<file path="src/rtl/key_pkg.sv">
// Shared encodings and defaults for the key press classifier.
package key_pkg;

    localparam int unsigned CNT_W = 32;
    localparam int unsigned NUM_W = 4;
    localparam int unsigned CLS_W = 2;

    localparam logic [CLS_W-1:0] CLS_NONE  = 2'd0;
    localparam logic [CLS_W-1:0] CLS_SHORT = 2'd1;
    localparam logic [CLS_W-1:0] CLS_MID   = 2'd2;
    localparam logic [CLS_W-1:0] CLS_LONG  = 2'd3;

    // Hold thresholds for a 50 MHz clock: 1 s and 2 s.
    localparam logic [CNT_W-1:0] T_MID_50M  = 32'd50_000_000;
    localparam logic [CNT_W-1:0] T_LONG_50M = 32'd100_000_000;

    typedef enum logic [1:0] {
        ST_IDLE = 2'd0,
        ST_HOLD = 2'd1,
        ST_FIRE = 2'd2,
        ST_WAIT = 2'd3
    } state_e;

    function automatic logic [CLS_W-1:0] classify(
        input logic [CNT_W-1:0] d,
        input logic [CNT_W-1:0] t_mid,
        input logic [CNT_W-1:0] t_long
    );
        if (d >= t_long)     return CLS_LONG;
        else if (d >= t_mid) return CLS_MID;
        else                 return CLS_SHORT;
    endfunction

endpackage

</file>
<file path="src/rtl/dur_counter.sv">
// Hold-duration counter: clear loads 1, enable counts up, saturates at MAX.
module dur_counter
    import key_pkg::*;
#(
    parameter logic [CNT_W-1:0] MAX = T_LONG_50M
) (
    input  logic             clk,
    input  logic             rst_n,
    input  logic             clr,
    input  logic             en,
    output logic [CNT_W-1:0] cnt
);

    logic [CNT_W-1:0] cnt_q;
    logic [CNT_W-1:0] cnt_d;

    always_comb begin
        cnt_d = cnt_q;
        if (clr) begin
            cnt_d = CNT_W'(1);
        end else if (en && (cnt_q < MAX)) begin
            cnt_d = cnt_q + CNT_W'(1);
        end
    end

    always_ff @(posedge clk or negedge rst_n) begin
        if (!rst_n) cnt_q <= '0;
        else        cnt_q <= cnt_d;
    end

    assign cnt = cnt_q;

endmodule

</file>
<file path="src/rtl/key_press_classifier.sv">
// Classifies debounced key presses by hold time and requests a matching LED flash sequence.
module key_press_classifier
    import key_pkg::*;
#(
    parameter logic [CNT_W-1:0] T_MID   = T_MID_50M,
    parameter logic [CNT_W-1:0] T_LONG  = T_LONG_50M,
    parameter logic [NUM_W-1:0] N_SHORT = 4'd1,
    parameter logic [NUM_W-1:0] N_MID   = 4'd2,
    parameter logic [NUM_W-1:0] N_LONG  = 4'd4
) (
    input  logic             clk,
    input  logic             rst_n,
    input  logic             key_flag,
    input  logic             key_state,
    input  logic             flash_done,
    output logic             flash_start,
    output logic [NUM_W-1:0] flash_num,
    output logic [CLS_W-1:0] press_class,
    output logic             busy
);

    state_e           state_q, state_d;
    logic             flash_start_q, flash_start_d;
    logic [NUM_W-1:0] flash_num_q, flash_num_d;
    logic [CLS_W-1:0] press_class_q, press_class_d;
    logic             busy_q, busy_d;

    logic             cnt_clr;
    logic             cnt_en;
    logic [CNT_W-1:0] dur_cnt;
    logic             press_ev;
    logic             release_ev;
    logic [CLS_W-1:0] cls_now;

    assign press_ev   = key_flag & ~key_state;
    assign release_ev = key_flag &  key_state;
    assign cls_now    = classify(dur_cnt, T_MID, T_LONG);

    dur_counter #(
        .MAX (T_LONG)
    ) u_dur_counter (
        .clk   (clk),
        .rst_n (rst_n),
        .clr   (cnt_clr),
        .en    (cnt_en),
        .cnt   (dur_cnt)
    );

    // Next-state and output-register logic.
    always_comb begin
        state_d       = state_q;
        flash_start_d = 1'b0;
        flash_num_d   = flash_num_q;
        press_class_d = press_class_q;
        busy_d        = busy_q;
        cnt_clr       = 1'b0;
        cnt_en        = 1'b0;

        case (state_q)
            ST_IDLE: begin
                if (press_ev) begin
                    cnt_clr = 1'b1;
                    state_d = ST_HOLD;
                end
            end
            ST_HOLD: begin
                cnt_en = 1'b1;
                if (release_ev) begin
                    press_class_d = cls_now;
                    case (cls_now)
                        CLS_SHORT: flash_num_d = N_SHORT;
                        CLS_MID:   flash_num_d = N_MID;
                        default:   flash_num_d = N_LONG;
                    endcase
                    flash_start_d = 1'b1;
                    busy_d        = 1'b1;
                    state_d       = ST_FIRE;
                end
            end
            ST_FIRE: begin
                state_d = ST_WAIT;
            end
            ST_WAIT: begin
                // A press landing with flash_done is dropped; IDLE only reacts to a fresh press.
                if (flash_done) begin
                    busy_d  = 1'b0;
                    state_d = ST_IDLE;
                end
            end
            default: begin
                state_d = ST_IDLE;
            end
        endcase
    end

    always_ff @(posedge clk or negedge rst_n) begin
        if (!rst_n) begin
            state_q       <= ST_IDLE;
            flash_start_q <= 1'b0;
            flash_num_q   <= '0;
            press_class_q <= CLS_NONE;
            busy_q        <= 1'b0;
        end else begin
            state_q       <= state_d;
            flash_start_q <= flash_start_d;
            flash_num_q   <= flash_num_d;
            press_class_q <= press_class_d;
            busy_q        <= busy_d;
        end
    end

    assign flash_start = flash_start_q;
    assign flash_num   = flash_num_q;
    assign press_class = press_class_q;
    assign busy        = busy_q;

endmodule

</file>
<file path="config.mk">
export PLATFORM = sky130hd
export DESIGN_NAME = key_press_classifier
export DESIGN_NICKNAME = d
export VERILOG_FILES = /design/src/rtl/key_pkg.sv /design/src/rtl/dur_counter.sv /design/src/rtl/key_press_classifier.sv
export SDC_FILE = /design/constraint.sdc
export NUM_CORES = 1
export LEC_CHECK = 0
export ABC_AREA = 1
export BUFFER_PORTS_ARGS = -buffer_cell sky130_fd_sc_hd__buf_2
export CAP_MARGIN = 0
export CORE_MARGIN = 1
export CORE_UTILIZATION = 61
export DETAILED_ROUTE_END_ITERATION = 10
export PLACE_DENSITY = 0.86
export SKIP_LAST_GASP = 1
export SLEW_MARGIN = 20
export SYNTH_ARGS = -nofsm -noshare
export SYNTH_HDL_FRONTEND = slang
export SYNTH_SLANG_ARGS = --single-unit
</file>
<file path="constraint.sdc">
create_clock -name clk -period 3.65 [get_ports clk]
set_input_delay 0 -clock clk [delete_from_list [all_inputs] [get_ports clk]]
set_output_delay 0 -clock clk [all_outputs]
set_load 0.05 [all_outputs]
</file>
==> flow_summary.toml, run 1 <==
[status]
status = "finished, final reports clean"

[synthesis]
ys_types = 28
ys_seq_elements = 41
ys.flop_type = "dfrtp_1"
synth-seq-area-share = 0.375
yosysWarnings = 0
syn-num-nets = 410
yosysMostFrequentCell = "nand2_1"
synth.largest_area_cell = "dfrtp_1"
avgSynthCellArea_sq_um = 6.86
ys_async_sr_fraction = 1.00
synth-edff-count = 0
syn_area_sq_um = 2740
yosysTopAreaCellShare = 0.375
synth_common_cells = "nand2_1 (147), nor2_1 (52), dfrtp_1 (41)"
synth_area_leaders = "dfrtp_1 (37%), nand2_1 (20%), nor2_1 (7.1%)"
netlist_instances = 399

[global_routing]
globalRouteOverflowTotal = 0
grtUsageTotal = 0.274
grt_pass1_vias = 2249
grt_pass1_wl_microns = 10700
grt_antenna_before_repair = 0
grt_max_degree = 42

[die]
pin_count = 13
rows = 24
start_util = 0.633
die_h_microns = 69.0
core_sq_um = 4320
die_area_sq_um = 4760
die_width_microns = 69.0

[setup_path]
required_ns = 3.83
crit_path_max_fanout = 29
arrival_ns = 2.37
criticalPathCategory = "reg2reg"
reg2reg_slack_ns = 1.46
worstRegToRegCells = 9
critPathCaptureType = "flop"
start_kind = "flop"

[clock_tree]
cts_tree = "yes"
htreeDepth = 2
cts_hold_buf = 1
cts_resized = 0
clock_latency_ns = 0.29
numCtsBuffers = 5
post_cts_buffers = 0
clkSinkCount = 41
cts_buffer_depth = 2
clockRootBuffer = "clkbuf_8"
path_clk_slew_ns = 0.08

[pwr]
p_leak_uw = 0.00148
ir_drop_mv = 0.365
power_per_cell_area_nw_per_um2 = 446

[placed_design]
io_buffers = 11
place.gp.congestion = 1.01
dp_cells = 452
dp_hpwl_microns = 4340

[flow_run]
maxCapViolations = 0

[detailed_routing]
routed_wl_microns = 6120
detail-route-antenna-nets = 0
drtIter0Drc = 240
drt_pass1_iterations = 5
drc_errors = 0
detail_route.wl_per_cell_microns = 13.3
via_count = 2491
vias_per_cell = 5.40

[timing]
setup_viol = 0
slew_violations = 0
rsz0062_at_grt = "false"
timing.fmax_mhz = 456
worst_slew_pin_slew_ns = 0.953
setup_tns_ns = 0
fin_crit_sh = 0.601
hold_violations = 0
post-route-min-period_ns = 2.19
relSlewSlack = 0.364
fin_skew_ns = 0.00444

[finish]
fillers = 403
synthToLayoutAreaGrowth_pct = 4.84
antennaDiodeCount = 0
post_route_cells_drive_above_1_share = 0.105
nets = 419
final_cells = 461

[hold_path]
hold_depth = 5
hp-class = "in2reg"
==> stage by stage <==
step / area (sq um) / total power [uW] / utilization / setup WS [ns] / hold WS, ns
after detailed placement: 2780 / 995 / 0.643 / 1.50 / 0.188
after global routing: 2870 / 1360 / 0.664 / 1.29 / 0.136
after global placement: 2780 / 976 / 0.643 / 1.58 / 0.171
after floorplan: 2740 / 945 / - / 2.04 / -0.296
final: 2870 / 1280 / 0.664 / 1.46 / 0.0962
after CTS: 2870 / 1280 / 0.664 / 1.50 / 0.101
==> layer usage <==
metal  GRT usage  vias to the layer above  share of wire
met5           0                        -              0
met4      0.0499                        0         0.0072
met3      0.0439                        6          0.058
met2       0.429                       75           0.46
met1       0.405                     1152           0.48
li1            -                     1258              -
==> where the power goes <==
part	switching, uW	internal, uW	leakage, uW	total [uW]
combinational	326	114	0.000875	440
clock	159	133	0.0000450	292
sequential	44.7	504	0.000559	548
==> placed cells by master, fill, tap and decap left out, types with 2 or more instances in the layout <==
cell / n
nand2_2: 11
nand3b_1: 4
a21oi_1: 4
o21bai_1: 2
dfrtp_1: 41
xor2_1: 8
nor2_4: 2
nor3_2: 2
o21ai_0: 7
nand2_1: 147
nand4_1: 17
xnor2_1: 4
nor2_1: 52
clkinv_2: 2
nor2_2: 6
nand3_1: 29
buf_2: 11
inv_2: 2
clkbuf_8: 5
inv_1: 38
and2_1: 2
ha_1: 6
==> critical path: stages (launching register included) <==
cell,delay (ns)
dfrtp_1,0.41
inv_1,0.11
ha_1,0.22
o21ai_0,0.10
nor2_1,0.14
nand2_2,0.08
nor2_4,0.60
nor2_8,0.20
nand2_1,0.13
nand2_1,0.07
==> state kept, by name, summed over array words and instances (netlist names) <==
signal	cells
flash_start	1
flash_num	3
u_dur_counter.cnt	32
press_class	2
state_q	2
busy	1
==> cell families (layout without fill, tap and decap cells) <==
group	count (synthesis)	in the layout	share of synthesized area
xor+xnor	12	12	0.0384
buf+inv	50	60	0.0841
compound gates	14	14	0.0283
fa+ha+maj	6	6	0.0274
flops	41	41	0.375
other cells	1	1	0.00137
simple gates	275	275	0.446
==> worst paths after layout <==
kind                                                  from                                 to
worst max-delay path                state_q[1]$_DFFE_PN0P_   u_dur_counter.cnt[0]$_DFFE_PN0P_
worst min-delay path                              key_flag           flash_num[1]$_DFFE_PN0P_
worst max register to register      state_q[1]$_DFFE_PN0P_   u_dur_counter.cnt[0]$_DFFE_PN0P_
worst min register to register  press_class[0]$_DFFE_PN0P_         press_class[0]$_DFFE_PN0P_
max in group asynchronous                            rst_n  u_dur_counter.cnt[25]$_DFFE_PN0P_
min in group asynchronous                            rst_n  u_dur_counter.cnt[21]$_DFFE_PN0P_
==> final cells by class <==
| cell class | instances | area (sq um) | share of cell area |
|---|---|---|---|
| multi-input cells | 308 | 1480 | 0.516 |
| flip-flops and latches | 41 | 1030 | 0.357 |
| inverters | 40 | 150 | 0.0523 |
| clock buffers | 6 | 72.6 | 0.0253 |
| repair buffers | 12 | 65.1 | 0.0227 |
| well taps | 52 | 65.1 | 0.0227 |
| clock inverters | 2 | 10.0 | 0.00349 |
Power figures use the tool's default switching activity.
==> inputs of run 2 (changes only) <==
- CORE_UTILIZATION: 61 -> 56
- PLACE_DENSITY: 0.86 -> 0.84
- clock period: 3.65 -> 1.85 ns (I/O delays scaled with it)
==> run 2 against run 1 <==
Effect of this change:
- sequential cell count unchanged
- largest power group unchanged
- clock-buffer cell count down 1
- largest cell class unchanged
- register-to-register slack got worse by 1.3 ns
- final cell count increased by 5.9%
- critical endpoint is now u_dur_counter.cnt[10]$_DFFE_PN0P_
==> flow_summary.toml, run 2 (same netlist as run 1, synthesis figures left out) <==
[clock_tree]
htreeDepth = 2
cts_buffer_depth = 2
path_clk_slew_ns = 0.09
clockRootBuffer = "clkbuf_8"
post_cts_buffers = 0
cts_tree = "yes"
clkSinkCount = 41
clock_latency_ns = 0.31
numCtsBuffers = 5

[detailed_routing]
detail_route.wl_per_cell_microns = 12.9
routed_wl_microns = 6300
drtIter0Drc = 248
vias_per_cell = 5.27
via_count = 2570
drc_errors = 0
detail-route-antenna-nets = 0
drt_pass1_iterations = 5

[die]
die_h_microns = 71.9
rows = 25
die_width_microns = 71.9
pin_count = 13
start_util = 0.580
die_area_sq_um = 5170
core_sq_um = 4720

[setup_path]
worstRegToRegCells = 9
reg2reg_slack_ns = 0.11
timing.rr.start = "state_q[1]$_DFFE_PN0P_"
crit_buf_inv = 2
critPathCaptureType = "flop"
crit_start = "state_q[1]$_DFFE_PN0P_"
crit_path_max_fanout = 16
cp.depth = 9
path_cells = "inv_1 > ha_1 > o21ai_0 > nor2_1 > nand2_2 > nor2_4 > buf_4 > nand4_1 > nand2_1"
arrival_ns = 1.99
required_ns = 2.10
slowest_delay_ns = 0.40
cpMaxStageDelayCell = "dfrtp_1"
criticalPathCategory = "reg2reg"
start_kind = "flop"
crit_family = "simple AND/OR/NAND/NOR gates"
r2r_end = "u_dur_counter.cnt[10]$_DFFE_PN0P_"

[global_routing]
grt_antenna_before_repair = 0
grt_pass1_wl_microns = 10600
globalRouteOverflowTotal = 0
grt_max_degree = 42
grt_pass1_vias = 2345
grtUsageTotal = 0.264

[hold_path]
hp-start = "key_flag"
hold_end = "flash_num[1]$_DFFE_PN0P_"
hp-class = "in2reg"
hold_depth = 5

[pwr]
pwr-share-comb = 0.345
swShare = 0.375
p_switching_uw = 1130
power.internal_uw = 1880
ir_drop_mv = 0.562
share_seq_of_total_power = 0.357
p_leak_uw = 0.00157
power_per_cell_area_nw_per_um2 = 985
pwr-share-clk = 0.298

[finish]
final_cell_mix = "nand2_1 (147), nor2_1 (52), dfrtp_1 (41), inv_1 (38), nand3_1 (29)"
final_common_cell = "nand2_1"
nets = 431
post_route_cells_drive_above_1_share = 0.133
largest_reg_flops = 32
synthToLayoutAreaGrowth_pct = 11.3
utilization = 0.645
design_area_sq_um = 3050
antennaDiodeCount = 0

[flow_run]
maxCapViolations = 0

[timing]
slew_violations = 0
rsz0062_at_grt = "false"
timing.fmax_mhz = 575
setup_tns_ns = 0
post-route-min-period_ns = 1.74
relSlewSlack = 0.653
hold_violations = 0
fin_crit_sh = 0.940
hold_slack_ns = 0.0671
worst_slack_ns = 0.111
fin_skew_ns = 0.00451
worst_slew_pin_slew_ns = 0.520
setup_viol = 0

[status]
status = "finished, final reports clean"

[placed_design]
io_buffers = 11
dpl_worst_slack_ns = 0.156
dp_hpwl_microns = 4480
place_area_sq_um = 2900
place.gp.congestion = 0.913
[run 2: cell types whose count changed in the layout (fill, tap and decap cells not counted)]
cell / change
clkbuf_1: -1
clkinv_2: -2
inv_6: +1
buf_4: +11
bufinv_16: +2
buf_12: +1
[run 2: how the worst max path moves through the flow]
stage and endpoint:
4_1_cts u_dur_counter.cnt[10]$_DFFE_PN0P_, 2_1_floorplan u_dur_counter.cnt[13]$_DFFE_PN0P_, 6_report u_dur_counter.cnt[10]$_DFFE_PN0P_, 5_1_grt u_dur_counter.cnt[10]$_DFFE_PN0P_
3_3_place_gp u_dur_counter.cnt[0]$_DFFE_PN0P_, 3_5_place_dp u_dur_counter.cnt[11]$_DFFE_PN0P_
[run 2: routing by layer]
layer / wire (microns) / track usage / up-vias
met3: 317 / 0.0486 / 9
met5: 0 / 0 / -
met4: 87 / 0.0784 / 0
li1: - / - / 1287
met2: 3080 / 0.439 / 62
met1: 2810 / 0.353 / 1212
[run 2: what timing repair did]
item / in CTS / in global routing
resized for setup: 0 / 0
hold buffers: 1 / 0
endpoints found under the hold margin: 41 / 0
[run 2: cell type report]
cell class,instances,area (sq um)
Sequential cell,41,1030
Tap cell,67,83.8
Clock inverter,3,68.8
Fill cell,405,1680
Timing Repair Buffer,24,168
Clock buffer,5,68.8
Multi-Input combinational cell,308,1480
Inverter,40,150
[run 2: stage by stage]
step	power, uW	std cells
CTS	3020	488
global route	3150	488
global placement	2100	479
finish	3000	488
floorplan	1860	399
detailed placement	2120	479
[run 2: worst min-delay path: cells and delay by family]
kind / cells / cell delay (ns)
and+or+nand+nor: 3 / 0.19
buffers and inverters: 2 / 0.16
[run 2: power groups by stage]
stage | sequential (uW) | combinational, uW | clock [uW]
final | 1070 | 1030 | 894
after global routing | 1080 | 1130 | 943
after CTS | 1070 | 1040 | 908
after detailed placement | 1090 | 1030 | 0
after global placement | 1090 | 1010 | 0
after floorplan | 1210 | 652 | 0
